`src/rtl/alarm_trigger.sv`:
```
// Alarm trigger: decides when the ring request to the sound block is asserted.
// It compares wall-clock time against the programmed alarm HH:MM:00 and
// sequences ringing, snoozing, manual stop and ring timeout. Once the event is
// over it re-arms as soon as the alarm minute has passed.
module alarm_trigger #(
    parameter int SNOOZE_S       = 300,
    parameter int RING_TIMEOUT_S = 120,
    parameter int MAX_SNOOZE     = 3,
    parameter int CNT_W          = 16
) (
    input  logic       clk,
    input  logic       rst,
    input  logic       sec_tick,
    input  logic [4:0] cur_h,
    input  logic [5:0] cur_m,
    input  logic [5:0] cur_s,
    input  logic [4:0] al_h,
    input  logic [5:0] al_m,
    input  logic       alarm_en,
    input  logic       snooze_btn,
    input  logic       stop_btn,
    output logic       alarm,
    output logic       snoozing,
    output logic [1:0] snooze_left,
    output logic [1:0] state_o
);

    typedef enum logic [1:0] {
        IDLE    = 2'd0,
        RINGING = 2'd1,
        SNOOZE  = 2'd2,
        DONE    = 2'd3
    } state_t;

    // Terminal counts: the counter starts at 0 on state entry, so the last
    // second of an interval is N-1 and the expiring tick is the N-th one.
    localparam logic [CNT_W-1:0] RING_LAST   = CNT_W'(RING_TIMEOUT_S - 1);
    localparam logic [CNT_W-1:0] SNOOZE_LAST = CNT_W'(SNOOZE_S - 1);
    localparam logic [1:0]       MAX_U       = 2'(MAX_SNOOZE);

    state_t           state;
    state_t           state_nxt;
    logic [CNT_W-1:0] cnt;
    logic [CNT_W-1:0] cnt_nxt;
    logic [1:0]       used;
    logic [1:0]       used_nxt;
    logic             time_match;

    assign time_match = (cur_h == al_h) && (cur_m == al_m);

    // Next-state logic; events are checked in priority order: disable, stop,
    // snooze, counter expiry, then the time match.
    always_comb begin
        state_nxt = state;
        cnt_nxt   = cnt;
        used_nxt  = used;
        if (!alarm_en) begin
            state_nxt = IDLE;
            cnt_nxt   = '0;
            used_nxt  = '0;
        end else begin
            case (state)
                IDLE: begin
                    // Only a tick landing exactly on :00 fires, so enabling
                    // mid-minute or a tick-less match never rings.
                    if (sec_tick && time_match && (cur_s == 6'd0)) begin
                        state_nxt = RINGING;
                        cnt_nxt   = '0;
                        used_nxt  = '0;
                    end
                end
                RINGING: begin
                    if (stop_btn) begin
                        state_nxt = DONE;
                        cnt_nxt   = '0;
                    end else if (snooze_btn && (used < MAX_U)) begin
                        state_nxt = SNOOZE;
                        cnt_nxt   = '0;
                        used_nxt  = used + 2'd1;
                    end else if (sec_tick) begin
                        if (cnt == RING_LAST) begin
                            state_nxt = DONE;
                            cnt_nxt   = '0;
                        end else begin
                            cnt_nxt = cnt + CNT_W'(1);
                        end
                    end
                end
                SNOOZE: begin
                    // snooze_btn has no meaning while already snoozing.
                    if (stop_btn) begin
                        state_nxt = DONE;
                        cnt_nxt   = '0;
                    end else if (sec_tick) begin
                        if (cnt == SNOOZE_LAST) begin
                            state_nxt = RINGING;
                            cnt_nxt   = '0;
                        end else begin
                            cnt_nxt = cnt + CNT_W'(1);
                        end
                    end
                end
                DONE: begin
                    // Hold until the alarm minute is over so the same minute
                    // cannot re-trigger; checked every cycle, not per tick.
                    if (!time_match) begin
                        state_nxt = IDLE;
                    end
                end
                default: begin
                    state_nxt = IDLE;
                    cnt_nxt   = '0;
                end
            endcase
        end
    end

    // State, counter and registered outputs, all derived from the next state.
    always_ff @(posedge clk) begin
        if (rst) begin
            state    <= IDLE;
            cnt      <= '0;
            used     <= '0;
            alarm    <= 1'b0;
            snoozing <= 1'b0;
        end else begin
            state    <= state_nxt;
            cnt      <= cnt_nxt;
            used     <= used_nxt;
            alarm    <= (state_nxt == RINGING);
            snoozing <= (state_nxt == SNOOZE);
        end
    end

    assign snooze_left = MAX_U - used;
    assign state_o     = state;

endmodule

```
`config.mk`:
```
export PLATFORM = sky130hd
export DESIGN_NAME = alarm_trigger
export DESIGN_NICKNAME = d
export VERILOG_FILES = /design/src/rtl/alarm_trigger.sv
export SDC_FILE = /design/constraint.sdc
export NUM_CORES = 1
export LEC_CHECK = 0
export ABC_AREA = 0
export CELL_PAD_IN_SITES_DETAIL_PLACEMENT = 1
export CELL_PAD_IN_SITES_GLOBAL_PLACEMENT = 1
export CORE_ASPECT_RATIO = 1.5
export CORE_MARGIN = 5
export CORE_UTILIZATION = 39
export DETAILED_ROUTE_END_ITERATION = 6
export GPL_TIMING_DRIVEN = 0
export PLACE_DENSITY = 0.91
export REMOVE_ABC_BUFFERS = 1
export SKIP_CTS_REPAIR_TIMING = 1
export SYNTH_ARGS = -nofsm -noshare
export SYNTH_HDL_FRONTEND = slang
export SYNTH_SLANG_ARGS = --single-unit
export TNS_END_PERCENT = 10
```
`constraint.sdc`:
```
create_clock -name clk -period 3.4 [get_ports clk]
set_input_delay 0.34 -clock clk [delete_from_list [all_inputs] [get_ports clk]]
set_output_delay 0.34 -clock clk [all_outputs]
set_load 0.02 [all_outputs]
```
==> flow_summary_export.csv <==
group,metric,value,unit
run_status,status,"complete, no violations",
worst_setup_path,r2r_setup_slack,0.72,ns
worst_setup_path,worstSetupEndpointType,"register",
finish,layoutNonFillerInstCount,273,
global_route,antenna_found_initial,0,
drt,first_iter_violations,37,
worst_setup_path,criticalPathCategory,"input pin to register",
sta,rsz0062_at_grt,"no",
synthesis,synth_top_area_share,0.275,
drt,antenna_left,0,
finish,n_antenna_cell,0,
finish,layout_common_cells,"39 x clkdlybuf4s50_1, 25 x nand2_1, 22 x dfxtp_1",
global_route,grt-ovfl-total,0,
hold_path,min-delay-start,"used[0]",
floorplanning,fp.dieW,62.3,um
sta,tns,0,ns
worst_setup_path,timing.rr.end,"cnt[2]",
clocking,clkTransAtPathRegs,0.08,ns
hold_path,holdPathStages,1,
clocking,clockBufferDepth,2,
global_route,grt_max_degree,20,
placement,hpwlAfterDp,3.94,mm
sta,relSlewSlack,0.135,
sta,setup_viol,0,
clocking,cts_tree,"done",
placement,io_buffers,39,
floorplanning,io_pins,40,
global_route,grt_pass1_vias,1788,
clocking,root_buffer,"clkbuf_8",
power,power,520,uW
worst_setup_path,cp.required,3.58,ns
sta,slew_violations,0,
clocking,cts_buffers,3,
global_route,groute.usage.overall,0.194,
sta,fmax,0.346,GHz
synthesis,synth_cell_types,52,
power,peakVddDrop,289,uV
synthesis,yosysSeqAreaShare,0.275,
power,p_leak,0.000719,uW
sta,clock-skew-final,0.00542,ns
hold_path,worstHoldPathType,"register to register",
sta,period_minus_slack,2.89,ns
synthesis,synth-main-ff-cell,"dfxtp_1",
drt,vias,1661,
finish,syn_to_final_growth,28.3,%
floorplanning,die_y,88.5,um
drt,drt_pass1_iterations,4,
clocking,cts.sinks,22,
worst_setup_path,crit_fanout,15,
sta,worst_slew_pin_slew,1.29,ns
finish,final_common_cell,"clkdlybuf4s50_1",
global_route,grt_pass1_wl,8.60,mm
worst_setup_path,arrival,3.07,ns
placement,place_inst,269,
floorplanning,dieArea,5520,um^2
worst_setup_path,r2r_cells,6,
sta,post-route-period-util,0.850,
synthesis,ys_warn_count,0,
floorplanning,fp-row-count,28,
finish,final_layout_size_suffix_gt1_frac,0.0702,
synthesis,synth-seq-cells,22,
drt,drc,0,
clocking,clk_latency,0.27,ns
synthesis,synthCells,193,
synthesis,syn_area_per_cell,8.30,um^2
placement,pre_cts_ws,0.220,ns
synthesis,synth_edf_count,0,
synthesis,yosysTopAreaCell,"dfxtp_1",
sta,hold_violations,0,
synthesis,synthArstFlopShare,0,
flow_run,drv_cap,0,
synthesis,synth_area,1600,um^2
clocking,htree_levels,1,
placement,gp_congestion,0.821,
worst_setup_path,startpoint_type,"input pin",
worst_setup_path,r2r_start,"cnt[7]",
finish,finalNetCount,269,
floorplanning,core-area,3960,um^2
drt,avgViaCountPerCell,6.08,
sta,timing.final.ws_setup,0.508,ns
hold_path,hold_end,"used[0]",
drt,wl_per_cell,18.7,um
power,cellPowerDensity,253,nW/um^2
drt,drt-total-wl,5.11,mm
synthesis,synthTopCellsByArea,"dfxtp_1 27%, xor2_1 6.0%, nand2_1 5.9%",
floorplanning,start_util,0.405,
## power breakdown
part | internal, uW | switching (uW)
Combinational | 42.6 | 27.7
Sequential | 257 | 0.000136
Clock | 103 | 89.1
Total | 403 | 117
## cell families after synthesis
| kind of cell | synth area share |
|---|---|
| simple gates | 0.307 |
| buf+inv | 0.0554 |
| mux | 0.0125 |
| compound gates | 0.244 |
| fa+ha+maj | 0.0468 |
| xor+xnor | 0.0601 |
| flops | 0.275 |
## per-stage QoR
stage	area, um^2	utilization	hold WS [ns]
after floorplan	1560	-	0.448
after global placement	2000	0.506	0.487
after detailed placement	2000	0.506	0.506
after CTS	2060	0.520	0.522
after global routing	2060	0.520	0.558
final	2060	0.520	0.518
## area by class of cell
| class | count | area [um^2] |
|---|---|---|
| fill | 488 | 1900 |
| multi-input combinational | 152 | 1070 |
| sequential | 22 | 440 |
| timing repair buffer | 39 | 390 |
| tap | 45 | 56.3 |
| clock buffer | 4 | 55.1 |
| inverter | 11 | 41.3 |
## flip-flops by register name (all words and copies together) (netlist names)
register / cells
alarm: 1
cnt: 16
snoozing: 1
state_o: 2
used: 2
## layer usage
layer | wire length [um] | GRT usage
met5 | 0 | 0
met3 | 209 | 0.0318
met1 | 1980 | 0.199
met2 | 2820 | 0.378
met4 | 108 | 0.0888
## synth_stat cells, types with 2 or more instances
cell type,count
o21a_1,4
clkbuf_1,2
nor3b_1,2
nand3b_1,2
nand2_1,25
o22ai_1,3
dfxtp_1,22
and3_1,4
a21oi_1,6
nor4_1,8
xor2_1,11
nand2b_1,2
nor2_1,10
o21ai_0,8
buf_4,2
nor3_1,7
nor4_2,2
a32o_1,9
ha_1,6
o31ai_1,4
nor2b_1,2
nand4_1,2
and4_1,4
inv_1,11
mux2i_1,2
nand3_1,7
## worst max path at each step
stage              from  endpoint  slack (ns)  cells after the start
2_1_floorplan  cur_s[2]    cnt[6]        1.21                      6
3_5_place_dp   sec_tick    cnt[0]        0.22                      7
3_3_place_gp   sec_tick    cnt[3]        0.26                      7
6_report       sec_tick    cnt[0]        0.51                      7
5_1_grt        sec_tick    cnt[0]        0.38                      7
4_1_cts        sec_tick    cnt[0]        0.52                      7
## worst max-delay path, stage by stage
cell             delay, ns
clkdlybuf4s50_1       0.57
or4b_4                0.50
nor4_4                0.20
nand4_4               0.20
a21oi_2               0.65
nand2_1               0.34
o31ai_1               0.27
Note: power is estimated with default switching activity, not from simulation.
==> variant 1, RTL diff (same settings) <==
Make the reset (`rst`) asynchronous in one clocked block.
--- a/src/rtl/alarm_trigger.sv
+++ b/src/rtl/alarm_trigger.sv
@@ -118,3 +118,3 @@
     // State, counter and registered outputs, all derived from the next state.
-    always_ff @(posedge clk) begin
+    always_ff @(posedge clk or posedge rst) begin
         if (rst) begin
Check against the original RTL: differs if rst is asserted again (counterexample within 4 cycles, from zero or initial values and one cycle with rst high); with rst held inactive, the same outputs for 10 cycles.
==> variant 1 against the original RTL <==
  * Die area down 0.41%
  * Synthesized cell count down 4.1%
  * Maximum frequency down 5.6%
  * Critical path depth down 1
  * Area after synthesis down 0.47%
  * Sequential share of layout area up 4.8 points
  * Cell area up 2.1%
  * Wire length down 3.1%
  * Worst setup slack worse by 170 ps
  * Sequential cell count unchanged
  * Highest routed layer unchanged
Power is not compared: it rests on default switching activity, and its combinational part moved more than twofold at a synthesized area within 25%.
==> variant 1: results <==
set metrics [dict create \
    status "completed" \
    totalWireLength_microns 4960 \
    drtIter0Drc 38 \
    clockBufferDepth 2 \
    crit_fanout 12 \
    wl_met1_microns 1970 \
    synth_area_leaders "dfrtp_1 35%, xor2_1 6.0%, o21ai_1 5.3%" \
    grt_pass1_vias 1710 \
    gr-usage-all-layers 0.192 \
    synthTopCellsByCount "22 x dfrtp_1, 17 x o21ai_1, 13 x nor2_1, 11 x xor2_1" \
    synth_xor_area_frac 0.0604 \
    crit_slowest_cell "a32oi_1" \
    grt_pass1_wl_microns 8550 \
    cp_top_family "compound AO/OA/AOI/OAI gates" \
    grt_max_degree 23 \
    cts-buffers-inserted 3 \
    nNetsFinal 265 \
    synth_seq_area_share 0.345 \
    finClkSkew_ps 4.04 \
    synth_compound_area_frac 0.202 \
    synth-async-reset-ratio 1.00 \
    hpwl_microns 3710 \
    ys_warn_count 0 \
    min_path_type "flip-flop to flip-flop" \
    worst_slew_pin_slew_ps 900 \
    cpPeakStageDelay_ps 770 \
    route.met2.wl_microns 2620 \
    place_congestion 0.777 \
    first_pass_iters 4 \
    drive_gt1_frac 0.0536 \
    vias 1610 \
    synth_adder_area_share 0.0471 \
    dr_wl_met3_microns 259 \
    yosysUniqueCellTypes 43 \
    muxShareOfSynthArea 0 \
]
## variant 1: final cells by class
cell class	instances	area, sq um
clock buffer	3	41.3
inverter	10	37.5
clock inverter	1	30.0
sequential	22	551
multi-input combinational	148	986
tap	45	56.3
timing repair buffer	40	398
fill	468	1860
## variant 1: cells by family after synthesis
kind of cell               after synthesis
DFF                                     22
adders and majority gates                6
buffers and inverters                   15
AOI/OAI and AO/OA                       51
and+or+nand+nor                         80
xor gates and xnor gates                11
## variant 1: through the flow
stage	util	worst slack, ps	total power [mW]	instances	area (sq um)
2_1_floorplan	-	727	0.522	180	1570
3_3_place_gp	0.510	-13.7	0.668	264	2020
3_5_place_dp	0.510	-15.2	0.676	264	2020
4_1_cts	0.528	-56.6	0.931	268	2090
5_1_grt	0.530	59.1	0.980	269	2100
6_report	0.530	337	0.926	269	2100
## variant 1: worst paths after layout
check,startpoint,end,slack [ps],depth (start not counted)
min in group asynchronous,rst,snoozing,530,2
max,cnt[11],cnt[12],340,6
max in group asynchronous,rst,used[1],2330,2
min reg2reg,cnt[15],cnt[15],510,1
min,cnt[15],cnt[15],510,1
max reg2reg,cnt[11],cnt[12],340,6
## variant 1: per-layer routing
layer | up-vias | global-route usage
met4 | 0 | 0.0730
met2 | 48 | 0.366
met1 | 781 | 0.198
met3 | 11 | 0.0496
li1 | 770 | -
met5 | - | 0
## variant 1: power by group through the flow
stage               combinational [mW]  clock [mW]  sequential [mW]
detailed placement               0.369           0            0.308
floorplan                        0.197           0            0.326
global placement                 0.361           0            0.307
finish                           0.374       0.250            0.302
CTS                              0.375       0.253            0.303
global route                     0.408       0.267            0.306
## variant 1: worst register-to-register path, delay by kind of cell, from the launching register on
kind	cells	cell delay, ps
DFF	1	440
and+or+nand+nor	3	1100
AOI/OAI and AO/OA	3	1410
==> variant 2, RTL diff (same settings) <==
Without the edit above. `CNT_W`: 16 -> 32.
--- a/src/rtl/alarm_trigger.sv
+++ b/src/rtl/alarm_trigger.sv
@@ -8,3 +8,3 @@
     parameter int MAX_SNOOZE     = 3,
-    parameter int CNT_W          = 16
+    parameter int CNT_W          = 32
 ) (
Check against the original RTL: no difference found for any inputs over 10 cycles, from zero or initial values and one cycle with rst high; that may be too few to reach the edited logic, so the function may still have changed.
==> variant 2 against the original RTL <==
  * Global-route usage rose by 0.27 points
  * Cell area is 46% higher
  * Total power increased by 66%
  * Sequential cell count up 16
  * Wire length up 50%
  * Synthesized cell count up 54%
  * Worst setup slack lost 60 ps
  * Largest power group unchanged
  * Final cell count rose by 51%
  * Combinational power rose by 7.1%
  * Die area grew 46%
  * Clock power increased by 78%
  * First-iteration DRC count increased to 4.2 times the old value
  * Area after synthesis up 54%
  * Highest routed layer unchanged
==> variant 2: results <==
set metrics [dict create \
    status "completed" \
    place_ws_ps -50.1 \
    finClkSkew_ps 8.57 \
    use_met2 0.378 \
    io_buffers 39 \
    crit_fanout 24 \
    synth_area_leaders "dfxtp_1 31%, a21oi_1 4.3%, xnor2_1 4.3%" \
    worst_slew_pin_slew_ps 798 \
    grt_pass1_vias 2577 \
    met3_usage 0.0262 \
    clk_root_buffer_cell "clkbuf_8" \
    vias 2449 \
    yosysUniqueCellTypes 56 \
    place_congestion 0.860 \
    h-tree-depth 2 \
    ys_warn_count 0 \
    largest_reg_flops 32 \
    cts-buffers-inserted 5 \
    clkSlewWorstSetupHoldPaths_ps 80 \
    hpwl_microns 5660 \
    synth-async-reset-ratio 0 \
    min_path_type "flip-flop to flip-flop" \
    grt_pass1_wl_microns 12300 \
    clkLatencyLatePin_ps 300 \
    drive_gt1_frac 0.0920 \
    p_leak_nw 0.913 \
    fillerInstances 754 \
    drtIter0Drc 157 \
    crit_arrival_ps 3170 \
    gr-usage-all-layers 0.196 \
    clockBufferDepth 2 \
    vdd.ir_drop.worst_mv 0.173 \
    first_pass_iters 6 \
    use_met1 0.200 \
    grt_max_degree 25 \
    totalWireLength_microns 7690 \
    antenna_found_initial 0 \
    diodes 0 \
    nNetsFinal 377 \
    synth_seq_area_share 0.308 \
    dpl_cell_area_sq_um 2880 \
    regMostFlops "cnt" \
    synthTopCellsByCount "38 x dfxtp_1, 24 x nor2_1, 21 x a21oi_1, 17 x inv_1, 17 x nand2_1" \
]
==> variant 2: final timing paths <==
path	cells after the start	slack, ps	endpoint	from
max	6	450	cnt[28]	state_o[1]
min	2	520	cnt[14]	cnt[14]
max reg2reg	6	450	cnt[28]	state_o[1]
min reg2reg	2	520	cnt[14]	cnt[14]
==> variant 2: cell families (layout without fill, tap and decap cells) <==
family / count (synthesis) / in the layout / share of synthesized area
AOI/OAI and AO/OA: 77 / 77 / 0.235
xor gates and xnor gates: 24 / 24 / 0.0851
adders and majority gates: 7 / 7 / 0.0354
buffers and inverters: 30 / 69 / 0.0567
DFF: 38 / 38 / 0.308
muxes: 1 / 1 / 0.00405
and+or+nand+nor: 121 / 121 / 0.275
==> variant 2: through the flow <==
step	hold slack, ps	cells
after global routing	537	411
after detailed placement	506	399
after CTS	519	407
after floorplan	465	286
final	515	411
after global placement	473	399
==> variant 2: layer usage <==
| layer | share of wire | wire length, microns |
|---|---|---|
| met1 | 0.38 | 2950 |
| met2 | 0.55 | 4260 |
| met3 | 0.032 | 243 |
| met4 | 0.031 | 237 |
| met5 | 0 | 0 |
==> variant 2: power by group <==
group	switching, mW	total (mW)	internal, mW
registers	0.000000124	0.444	0.444
clock network	0.179	0.343	0.163
logic	0.0321	0.0753	0.0432
total	0.211	0.862	0.651
==> variant 2: worst max-delay path: stages, from the launching register on <==
cell and delay, ps:
dfxtp_1 380, inv_1 110, ha_1 660, clkinv_1 520, o21ai_2 650, o21ai_4 300
a21oi_1 230
==> variant 2: final cells by class <==
class                   count  area, sq um  share of cell area
inverters                  18         67.6              0.0225
repair buffers             43          420               0.140
well taps                  74         92.6              0.0308
flip-flops and latches     38          761               0.253
clock inverters             2         12.5             0.00416
clock buffers               6         82.6              0.0275
multi-input cells         230         1570               0.522
